File: config.mk
export PLATFORM = sky130hd
export DESIGN_NAME = burst_gate_sequencer_flat
export DESIGN_NICKNAME = d
export VERILOG_FILES = /design/src/rtl/burst_gate_sequencer_if.sv /design/src/rtl/burst_gate_sequencer.sv /design/src/flat_wrapper.sv
export SDC_FILE = /design/constraint.sdc
export NUM_CORES = 1
export LEC_CHECK = 0
export CORE_UTILIZATION = 25
export CTS_CLUSTER_DIAMETER = 120
export DETAILED_ROUTE_END_ITERATION = 16
export GPL_TIMING_DRIVEN = 0
export PLACE_DENSITY_LB_ADDON = 0.15
export SLEW_MARGIN = 5
export SYNTH_ARGS = -nofsm -noshare
export SYNTH_HDL_FRONTEND = slang
export SYNTH_SLANG_ARGS = --single-unit
File: constraint.sdc
create_clock -name clk -period 3.26 [get_ports clk]
set_input_delay 0.326 -clock clk [delete_from_list [all_inputs] [get_ports clk]]
set_output_delay 0.326 -clock clk [all_outputs]
set_load 0.005 [all_outputs]
File: src/rtl/burst_gate_sequencer_if.sv
// Handshake bundle between the line sequencer and its video/loop-filter
// neighbours: sync/blanking and filter offset in, burst gate and status out.
interface burst_gate_sequencer_if;
   logic               hsync;
   logic               vblank;
   logic signed [15:0] offset_in;
   logic               burst_active;
   logic               line_start;
   logic               sync_ok;
   logic               locked;

   // Driver side: produces sync/blanking/offset and observes the gate/status
   modport master (
      output hsync, vblank, offset_in,
      input  burst_active, line_start, sync_ok, locked
   );

   // Sequencer side
   modport slave (
      input  hsync, vblank, offset_in,
      output burst_active, line_start, sync_ok, locked
   );
endinterface

File: src/rtl/burst_gate_sequencer.sv
// Per-line burst gate sequencer for the chroma PLL loop filter.
// Finds the hsync leading edge, opens burst_active at a fixed offset for a
// fixed length, skips vblank lines, falls back to NO_SYNC when hsync goes
// missing, and qualifies lock from line-to-line settling of the filter offset.
module burst_gate_sequencer #(
   parameter int CNT_W         = 12,
   parameter int BURST_START   = 40,
   parameter int BURST_LEN     = 64,
   parameter int HSYNC_TIMEOUT = 2000,
   parameter int LOCK_TOL      = 16,
   parameter int LOCK_LINES    = 32
) (
   input logic                   clk,
   input logic                   rst_n,
   burst_gate_sequencer_if.slave bus
);

   typedef enum logic [1:0] {
      NO_SYNC    = 2'd0,
      WAIT_BURST = 2'd1,
      BURST      = 2'd2,
      WAIT_HSYNC = 2'd3
   } state_t;

   // Counter holds the position within the line: cycle k after the edge reads k.
   localparam logic [CNT_W-1:0] CNT_ONE     = CNT_W'(1);
   localparam logic [CNT_W-1:0] CNT_MAX     = {CNT_W{1'b1}};
   localparam logic [CNT_W-1:0] BURST_FIRST = CNT_W'(BURST_START);
   localparam logic [CNT_W-1:0] BURST_END   = CNT_W'(BURST_START + BURST_LEN);
   localparam logic [CNT_W-1:0] TIMEOUT     = CNT_W'(HSYNC_TIMEOUT);
   localparam logic [7:0]       SET_MAX     = 8'(LOCK_LINES);
   localparam logic [16:0]      TOL         = 17'(LOCK_TOL);

   state_t             state_q, state_d;
   logic [CNT_W-1:0]   cnt_q, cnt_d;
   logic [7:0]         settled_q, settled_d;
   logic               prev_valid_q, prev_valid_d;
   logic               locked_q, locked_d;
   logic signed [15:0] offset_prev_q, offset_prev_d;
   logic               hsync_q;
   logic               burst_active_q, line_start_q, sync_ok_q;

   logic               hs_edge;
   logic signed [16:0] delta;
   logic               settle_ok;

   // Magnitude of a 17-bit two's-complement difference; the input range
   // (+/-65535) always fits the unsigned 17-bit result.
   function automatic logic [16:0] abs_delta(input logic [16:0] d);
      abs_delta = d[16] ? (17'd0 - d) : d;
   endfunction

   // Next-state: edge handling, burst window, hsync timeout and lock qualification
   always_comb begin
      state_d       = state_q;
      cnt_d         = cnt_q;
      settled_d     = settled_q;
      prev_valid_d  = prev_valid_q;
      offset_prev_d = offset_prev_q;
      locked_d      = locked_q;

      hs_edge   = bus.hsync & ~hsync_q;
      // Sign-extend both operands so extreme offsets cannot wrap
      delta     = {bus.offset_in[15], bus.offset_in} - {offset_prev_q[15], offset_prev_q};
      settle_ok = (abs_delta(delta) <= TOL);

      if (hs_edge) begin
         cnt_d   = CNT_ONE;
         state_d = bus.vblank ? WAIT_HSYNC : WAIT_BURST;
         // Blanking lines leave the offset history and settled count alone
         if (!bus.vblank) begin
            offset_prev_d = bus.offset_in;
            prev_valid_d  = 1'b1;
            if (prev_valid_q) begin
               if (settle_ok) begin
                  settled_d = (settled_q >= SET_MAX) ? SET_MAX : settled_q + 8'd1;
                  if (settled_d == SET_MAX) locked_d = 1'b1;
               end else begin
                  settled_d = 8'd0;
                  locked_d  = 1'b0;
               end
            end
         end
      end else if (state_q != NO_SYNC) begin
         if (cnt_q >= TIMEOUT) begin
            state_d      = NO_SYNC;
            settled_d    = 8'd0;
            prev_valid_d = 1'b0;
            locked_d     = 1'b0;
         end else begin
            cnt_d = (cnt_q == CNT_MAX) ? cnt_q : cnt_q + CNT_ONE;
            case (state_q)
               WAIT_BURST: if (cnt_d == BURST_FIRST) state_d = BURST;
               BURST:      if (cnt_d == BURST_END)   state_d = WAIT_HSYNC;
               default:    ;
            endcase
         end
      end
   end

   // State, counters and registered outputs; outputs follow the next state so
   // burst_active is high exactly while the line position is inside the window
   always_ff @(posedge clk or negedge rst_n) begin
      if (!rst_n) begin
         state_q        <= NO_SYNC;
         cnt_q          <= '0;
         settled_q      <= 8'd0;
         prev_valid_q   <= 1'b0;
         locked_q       <= 1'b0;
         hsync_q        <= 1'b0;
         burst_active_q <= 1'b0;
         line_start_q   <= 1'b0;
         sync_ok_q      <= 1'b0;
      end else begin
         state_q        <= state_d;
         cnt_q          <= cnt_d;
         settled_q      <= settled_d;
         prev_valid_q   <= prev_valid_d;
         locked_q       <= locked_d;
         hsync_q        <= bus.hsync;
         burst_active_q <= (state_d == BURST);
         line_start_q   <= hs_edge;
         sync_ok_q      <= (state_d != NO_SYNC);
      end
   end

   // Previous-line offset is pure data, qualified by prev_valid_q
   always_ff @(posedge clk) begin
      offset_prev_q <= offset_prev_d;
   end

   assign bus.burst_active = burst_active_q;
   assign bus.line_start   = line_start_q;
   assign bus.sync_ok      = sync_ok_q;
   assign bus.locked       = locked_q;

endmodule

File: src/flat_wrapper.sv
// flat-port wrapper written by rule: the top's interface ports become plain ports
module burst_gate_sequencer_flat 
#(
   parameter int CNT_W         = 12,
   parameter int BURST_START   = 40,
   parameter int BURST_LEN     = 64,
   parameter int HSYNC_TIMEOUT = 2000,
   parameter int LOCK_TOL      = 16,
   parameter int LOCK_LINES    = 32
)
  (clk, rst_n, bus_hsync, bus_vblank, bus_offset_in, bus_burst_active, bus_line_start, bus_sync_ok, bus_locked);
  burst_gate_sequencer_if bus_i ();
  input logic clk;
  input logic rst_n;
  input wire logic [$bits(bus_i.hsync)-1:0] bus_hsync;
  input wire logic [$bits(bus_i.vblank)-1:0] bus_vblank;
  input wire logic [$bits(bus_i.offset_in)-1:0] bus_offset_in;
  output wire logic [$bits(bus_i.burst_active)-1:0] bus_burst_active;
  output wire logic [$bits(bus_i.line_start)-1:0] bus_line_start;
  output wire logic [$bits(bus_i.sync_ok)-1:0] bus_sync_ok;
  output wire logic [$bits(bus_i.locked)-1:0] bus_locked;
  assign bus_i.hsync = bus_hsync;
  assign bus_i.vblank = bus_vblank;
  assign bus_i.offset_in = bus_offset_in;
  assign bus_burst_active = bus_i.burst_active;
  assign bus_line_start = bus_i.line_start;
  assign bus_sync_ok = bus_i.sync_ok;
  assign bus_locked = bus_i.locked;
  burst_gate_sequencer #(.CNT_W(CNT_W), .BURST_START(BURST_START), .BURST_LEN(BURST_LEN), .HSYNC_TIMEOUT(HSYNC_TIMEOUT), .LOCK_TOL(LOCK_TOL), .LOCK_LINES(LOCK_LINES)) u_core (.clk(clk), .rst_n(rst_n), .bus(bus_i));
endmodule
======== After elaboration in Yosys (flattened, before gate mapping) ========
Index checks and enable logic that the tools add are counted.
word-level totals
  word-level logic and storage cells ...... 68
  register bits ........................... 44
  output and inout bits ................... 4
  input port bits ......................... 20
operators by class
  reductions and logical operators ........ 9
  muxes and demuxes ....................... 28
  bitwise logic cells ..................... 3
  $lt $le $gt $ge ......................... 3
  $add $sub $neg .......................... 4
  equality and inequality tests ........... 11
operators with widths
  cell                   count
  $mux 8                 7
  $mux 12                4
  $le 17x5->1 const B    1
  $mux 17                1
  $sub 1x17->17 const A  1
  $sub 16x16->17         1
  $add 12x1->12 const B  1
  $eq 12x12->1 const B   1
  $eq 12x6->1 const B    1
  $eq 12x7->1 const B    1
  $ge 12x11->1 const B   1
  $mux 2                 6
  $mux 1                 9
  $add 8x1->8 const B    1
  $eq 8x6->1 const B     1
  $ge 8x6->1 const B     1
  $reduce_bool 2->1      4
  $reduce_and 5->1       1
  $eq 2x2->1 const B     2
  $ne 2x1->1 const B     2
  $pmux 2 s2             1
  $reduce_and 2->1       2
  $reduce_and 4->1       1
  $ne 3x3->1 const B     1
  other kinds (5)        6

======== Longest topological paths before layout ========
  depth after elaboration ................. 9
  gate-level depth with buffers ........... 13
  mapped depth without buffers ............ 13

======== Worst setup path before layout ========
OpenSTA, ideal clock, no wires.
  path kind ............................... input to register
  start point ............................. input port bus_offset_in[0]
  end point ............................... register u_core.settled_q[0]
  data required time ...................... 3.168 ns
  arrival time ............................ 3.075 ns
  library setup time ...................... 0.092 ns
  buffers on the path ..................... 0
  cell stages on the path ................. 13
  setup slack ............................. 0.093 ns
  cells stage by stage .................... inv_1 > ha_1 > fa_1 > nand2b_1 > a21oi_1 > xor2_1 > a2111oi_4 > and3_1 > nor4b_1 > o21ai_1 > a21oi_2 > nand3_4 > o31ai_2
on the way
  word-level cells in the longest chain between the ends .. 8
ends and longest elaborated chain
  what                    line                         RTL
  start: declaration      flat_wrapper.sv:17           input wire logic [$bits(bus_i.offset_in)-1:0] bus_offset_in;
  $sub 16x16->17 *        burst_gate_sequencer.sv:64   delta = {bus.offset_in[15], bus.offset_in} - {offset_prev_q[15], offset_prev_q};
  $sub 1x17->17           burst_gate_sequencer.sv:50   abs_delta = d[16] ? (17'd0 - d) : d;
  $mux 17 *               burst_gate_sequencer.sv:50
  $le 17x5->1 *           burst_gate_sequencer.sv:65   settle_ok = (abs_delta(delta) <= TOL);
  $mux 8 *                burst_gate_sequencer.sv:75   if (settle_ok) begin
  $mux 8 *                burst_gate_sequencer.sv:74   if (prev_valid_q) begin
  $mux 8 *                burst_gate_sequencer.sv:71   if (!bus.vblank) begin
  $mux 8 *                burst_gate_sequencer.sv:67   if (hs_edge) begin
  end signal: assignment  burst_gate_sequencer.sv:117  settled_q <= settled_d;
  end: declaration        burst_gate_sequencer.sv:36   logic [7:0] settled_q, settled_d;
Mark *: on every way between the ends. The rest lies on a longest branch, timed or not. The select of a mux whose other input is x is not followed.
A chain may end at the register's enable or synchronous reset.

======== Worst setup path in the final report ========
  start point ............................. register u_core.offset_prev_q[0]
  end point ............................... register u_core.locked_q (netlist: u_core.bus.locked)
on the way
  word-level cells in the longest chain between the ends .. 8
  elaborated cells on any way between the ends .. 10
  classes of those cells .................. 2 x add/sub; 1 x order compare; 1 x eq/ne; 5 x mux; 1 x reduce/logical
ends and longest elaborated chain
  what                      line                         RTL
  start: declaration        burst_gate_sequencer.sv:39   logic signed [15:0] offset_prev_q, offset_prev_d;
  start signal: assignment  burst_gate_sequencer.sv:129  offset_prev_q <= offset_prev_d;
  $sub 16x16->17 *          burst_gate_sequencer.sv:64
  $sub 1x17->17             burst_gate_sequencer.sv:50
  $mux 17 *                 burst_gate_sequencer.sv:50
  $le 17x5->1 *             burst_gate_sequencer.sv:65
  $mux 1                    burst_gate_sequencer.sv:75
  $mux 1                    burst_gate_sequencer.sv:74
  $mux 1                    burst_gate_sequencer.sv:71
  $mux 1                    burst_gate_sequencer.sv:67
  end signal: assignment    burst_gate_sequencer.sv:119  locked_q <= locked_d;
  end: declaration          burst_gate_sequencer.sv:38   logic locked_q, locked_d;
Marks and branches as above.

==> impl_metrics.py <==
metrics = {
    "cells_and_area": {
        "nets": 516,
        "antenna_cells": 0,
        "fillCellCount": 1438,
        "final_area_mm2": 0.005026,
        "final_layout_size_suffix_gt1_share_pct": 23.94,
        "area_growth_pct": 38.04,
    },
    "timing": {
        "relSlewSlack_pct": 18.66,
        "rsz0062_at_grt": "yes",
        "skew_ns": 0.006690,
        "setup_slack_ns": -0.004147,
        "min_period_ns": 3.264,
        "slew_violations": 0,
        "finalSetupViolCount": 1,
        "worst_pin_slew_ns": 1.211,
        "clock.fmax_ghz": 0.3064,
        "hold_viol": 0,
        "final.period_utilization_pct": 100.1,
        "worst_hold_slack_ns": 0.05488,
    },
    "synthesis": {
        "synth_area_leaders": "dfrtp_1 (19%), edfxtp_1 (13%), ha_1 (8.2%)",
        "ys.flop_type": "dfrtp_1",
        "synth_most_common_cell": "nand2_1",
        "async_flop_share_pct": 63.64,
        "synthXorXnorAreaFrac_pct": 3.368,
        "synth.net_count": 461,
        "synth_seq_cells": 44,
        "yosys_warnings": 0,
        "syn_inst": 416,
        "synth.mux.area_fraction_pct": 1.134,
        "synth.yosys.seq_area_share_pct": 32.44,
        "postSynthAreaPerCell_um2": 8.752,
        "synth_edf_count": 16,
        "synth_top_area_share_pct": 19.24,
        "synth_compound_area_share_pct": 24.54,
        "synth_common_cells": "nand2_1 (44), nor2_1 (33), inv_1 (31)",
        "synthAdderAreaFrac_pct": 8.797,
        "synth.distinct_cells": 70,
        "synth_area_leader_cell": "dfrtp_1",
        "yosys.area_share.simple_pct": 25.60,
        "synth_top_family_by_area": "simple AND/OR/NAND/NOR gates",
        "syn-cell-area_mm2": 0.003641,
    },
    "floorplan": {
        "coreArea_mm2": 0.01404,
        "dieArea_mm2": 0.01505,
        "row_count": 43,
        "initial_core_util_pct": 25.93,
        "io_pins": 24,
        "die_y_um": 122.7,
        "dieWidth_um": 122.7,
    },
    "drt": {
        "drt-vias-per-instance": 5.069,
        "firstDrtPassIters": 4,
        "wl_mm": 9.400,
        "post_drt_wl_per_cell_um": 14.42,
        "drc": 0,
        "drt_iter0_markers": 172,
        "final_antenna_net_count": 0,
        "vias": 3305,
    },
    "run": {
        "cap_violations": 0,
    },
    "worst_setup_path": {
        "crit_arrival_ns": 3.50,
        "worstPathMaxFanout": 5,
        "cp-start-kind": "flip-flop",
        "endpoint_kind": "flip-flop",
        "worstSetupPathType": "reg2reg",
        "ff2ff_path_depth": 14,
        "ff2ff_setup_slack_ns": -0.004,
        "crit_required_ns": 3.49,
    },
    "global_route": {
        "grt_overflow": 0,
        "antenna_found_initial": 0,
        "grtUsageTotal_pct": 13.19,
        "first_global_vias": 3295,
        "grt_max_degree": 29,
        "grt_pass1_wl_mm": 15.52,
    },
    "min_path": {
        "min-delay-path-class": "in2async",
    },
    "run_status": {
        "outcome": "complete, but fails checks",
        "violations": "negative setup slack",
    },
    "pwr": {
        "ir_worst_vdd_uv": 249.8,
        "p_per_area_mw_per_mm2": 406.5,
        "leakage_uw": 0.001964,
    },
    "clocking": {
        "numCtsBuffers": 5,
        "cts_hold_buf": 0,
        "clk_pin_slew_ns": 0.07,
        "cts_tree": "yes",
        "cts_sinks": 44,
        "insertion_delay_ns": 0.30,
        "htree_levels": 2,
        "cts_root_buffer": "clkbuf_16",
        "cts_max_path_buffers": 2,
    },
    "placement": {
        "place.detailed.hpwl_mm": 6.612,
        "place_congestion": 0.8312,
        "place_area_mm2": 0.004109,
        "numPortBuffers": 23,
    },
}
-- worst paths after layout --
check	from	end
max	u_core.offset_prev_q[0]	u_core.bus.locked
min	rst_n	u_core.settled_q[4]
max reg2reg	u_core.offset_prev_q[0]	u_core.bus.locked
min reg2reg	u_core.prev_valid_q	u_core.prev_valid_q
max in group asynchronous	rst_n	u_core.bus.burst_active
min in group clk	bus_offset_in[7]	u_core.offset_prev_q[7]
-- layer usage --
layer	vias to the layer above	GRT usage, %	share of wire [%]
li1	1659	-	-
met1	1592	16.04	46
met2	45	22.72	49
met3	9	2.509	3.2
met4	0	5.335	1.7
met5	-	0	0
-- report_power, final --
group / leakage [uW] / internal [uW] / total [uW] / switching, uW
logic: 0.00136 / 329 / 755 / 426
clock network: 0.0000874 / 379 / 618 / 239
registers: 0.000516 / 623 / 670 / 46.9
total: 0.00196 / 1330 / 2040 / 712
-- cell usage in the layout (no fill, tap or decap), types with 4 or more instances in the layout --
cell type,netlist,layout
a2111oi_4,2,4
a211o_1,4,4
a21o_1,6,6
a21oi_1,23,18
a21oi_4,0,4
and2_1,6,6
and3_1,7,5
buf_4,0,21
buf_6,0,6
clkbuf_1,5,5
clkbuf_16,0,7
clkdlybuf4s50_1,0,12
dfrtp_1,28,28
dlygate4sd2_1,0,6
dlymetal6s2s_1,0,4
edfxtp_1,16,16
ha_1,24,10
ha_2,0,5
ha_4,0,9
inv_1,31,29
nand2_1,44,42
nand2b_1,8,6
nand3_1,17,16
nand4_1,9,9
nor2_1,33,30
nor3_1,15,13
o211ai_1,4,4
o21ai_0,21,17
o21ai_1,4,4
o31ai_4,0,5
or3_1,8,7
xnor2_1,4,4
xor2_1,10,7
-- final cells by class --
type                       count  area [um2]  share of cell area, %
inverter                      31       116.4                  2.315
sequential                    44        1181                  23.50
multi-input combinational    333        2836                  56.44
tap                          180       225.2                  4.481
timing repair buffer          50       456.7                  9.086
buffer                         6       31.28                 0.6224
clock buffer                   8       178.9                  3.560
-- repair_timing --
item / CTS / global route
gates resized for setup: 66 / 46
cloned: 0 / 0
setup buffers: 21 / 6
endpoints found under the setup margin: 8 / 10
pin swaps: 36 / 25
-- critical path, stage by stage, from the launching register on --
cell and delay (ns):
edfxtp_1 0.37, ha_2 0.19, fa_2 0.36, nand2b_4 0.18, buf_4 0.14, a21boi_4 0.21, nor2_4 0.09, a21o_1 0.24
nor3_4 0.24, nand4_2 0.20, a211o_1 0.35, a22oi_4 0.18, buf_6 0.14, and3b_1 0.15, o22a_1 0.14
-- logic make-up after synthesis --
| kind of cell | after synthesis |
|---|---|
| adders and majority gates | 25 |
| buffers and inverters | 39 |
| AOI/OAI and AO/OA | 115 |
| xor gates and xnor gates | 14 |
| DFF | 44 |
| and+or+nand+nor | 175 |
| muxes | 4 |
-- registers in the layout (all words and copies together) (netlist names), 2 cells and up --
name,flops
u_core.settled_q,8
u_core.offset_prev_q,16
u_core.state_q,2
u_core.cnt_q,12
-- metrics by stage --
stage | utilization (%) | worst slack (ns) | power (uW) | instances | setup TNS (ns)
final | 35.79 | -0.004147 | 2043 | 652 | -0.004147
after CTS | 33.82 | -0.08753 | 2013 | 647 | -0.2626
after detailed placement | 29.26 | -0.8504 | 1293 | 620 | -5.494
after global placement | 29.17 | -0.8118 | 1288 | 619 | -6.090
after floorplan | - | 0.09264 | 1127 | 416 | 0
after global routing | 35.79 | -0.1370 | 2175 | 652 | -0.8074
Power figures use the tool's default switching activity.
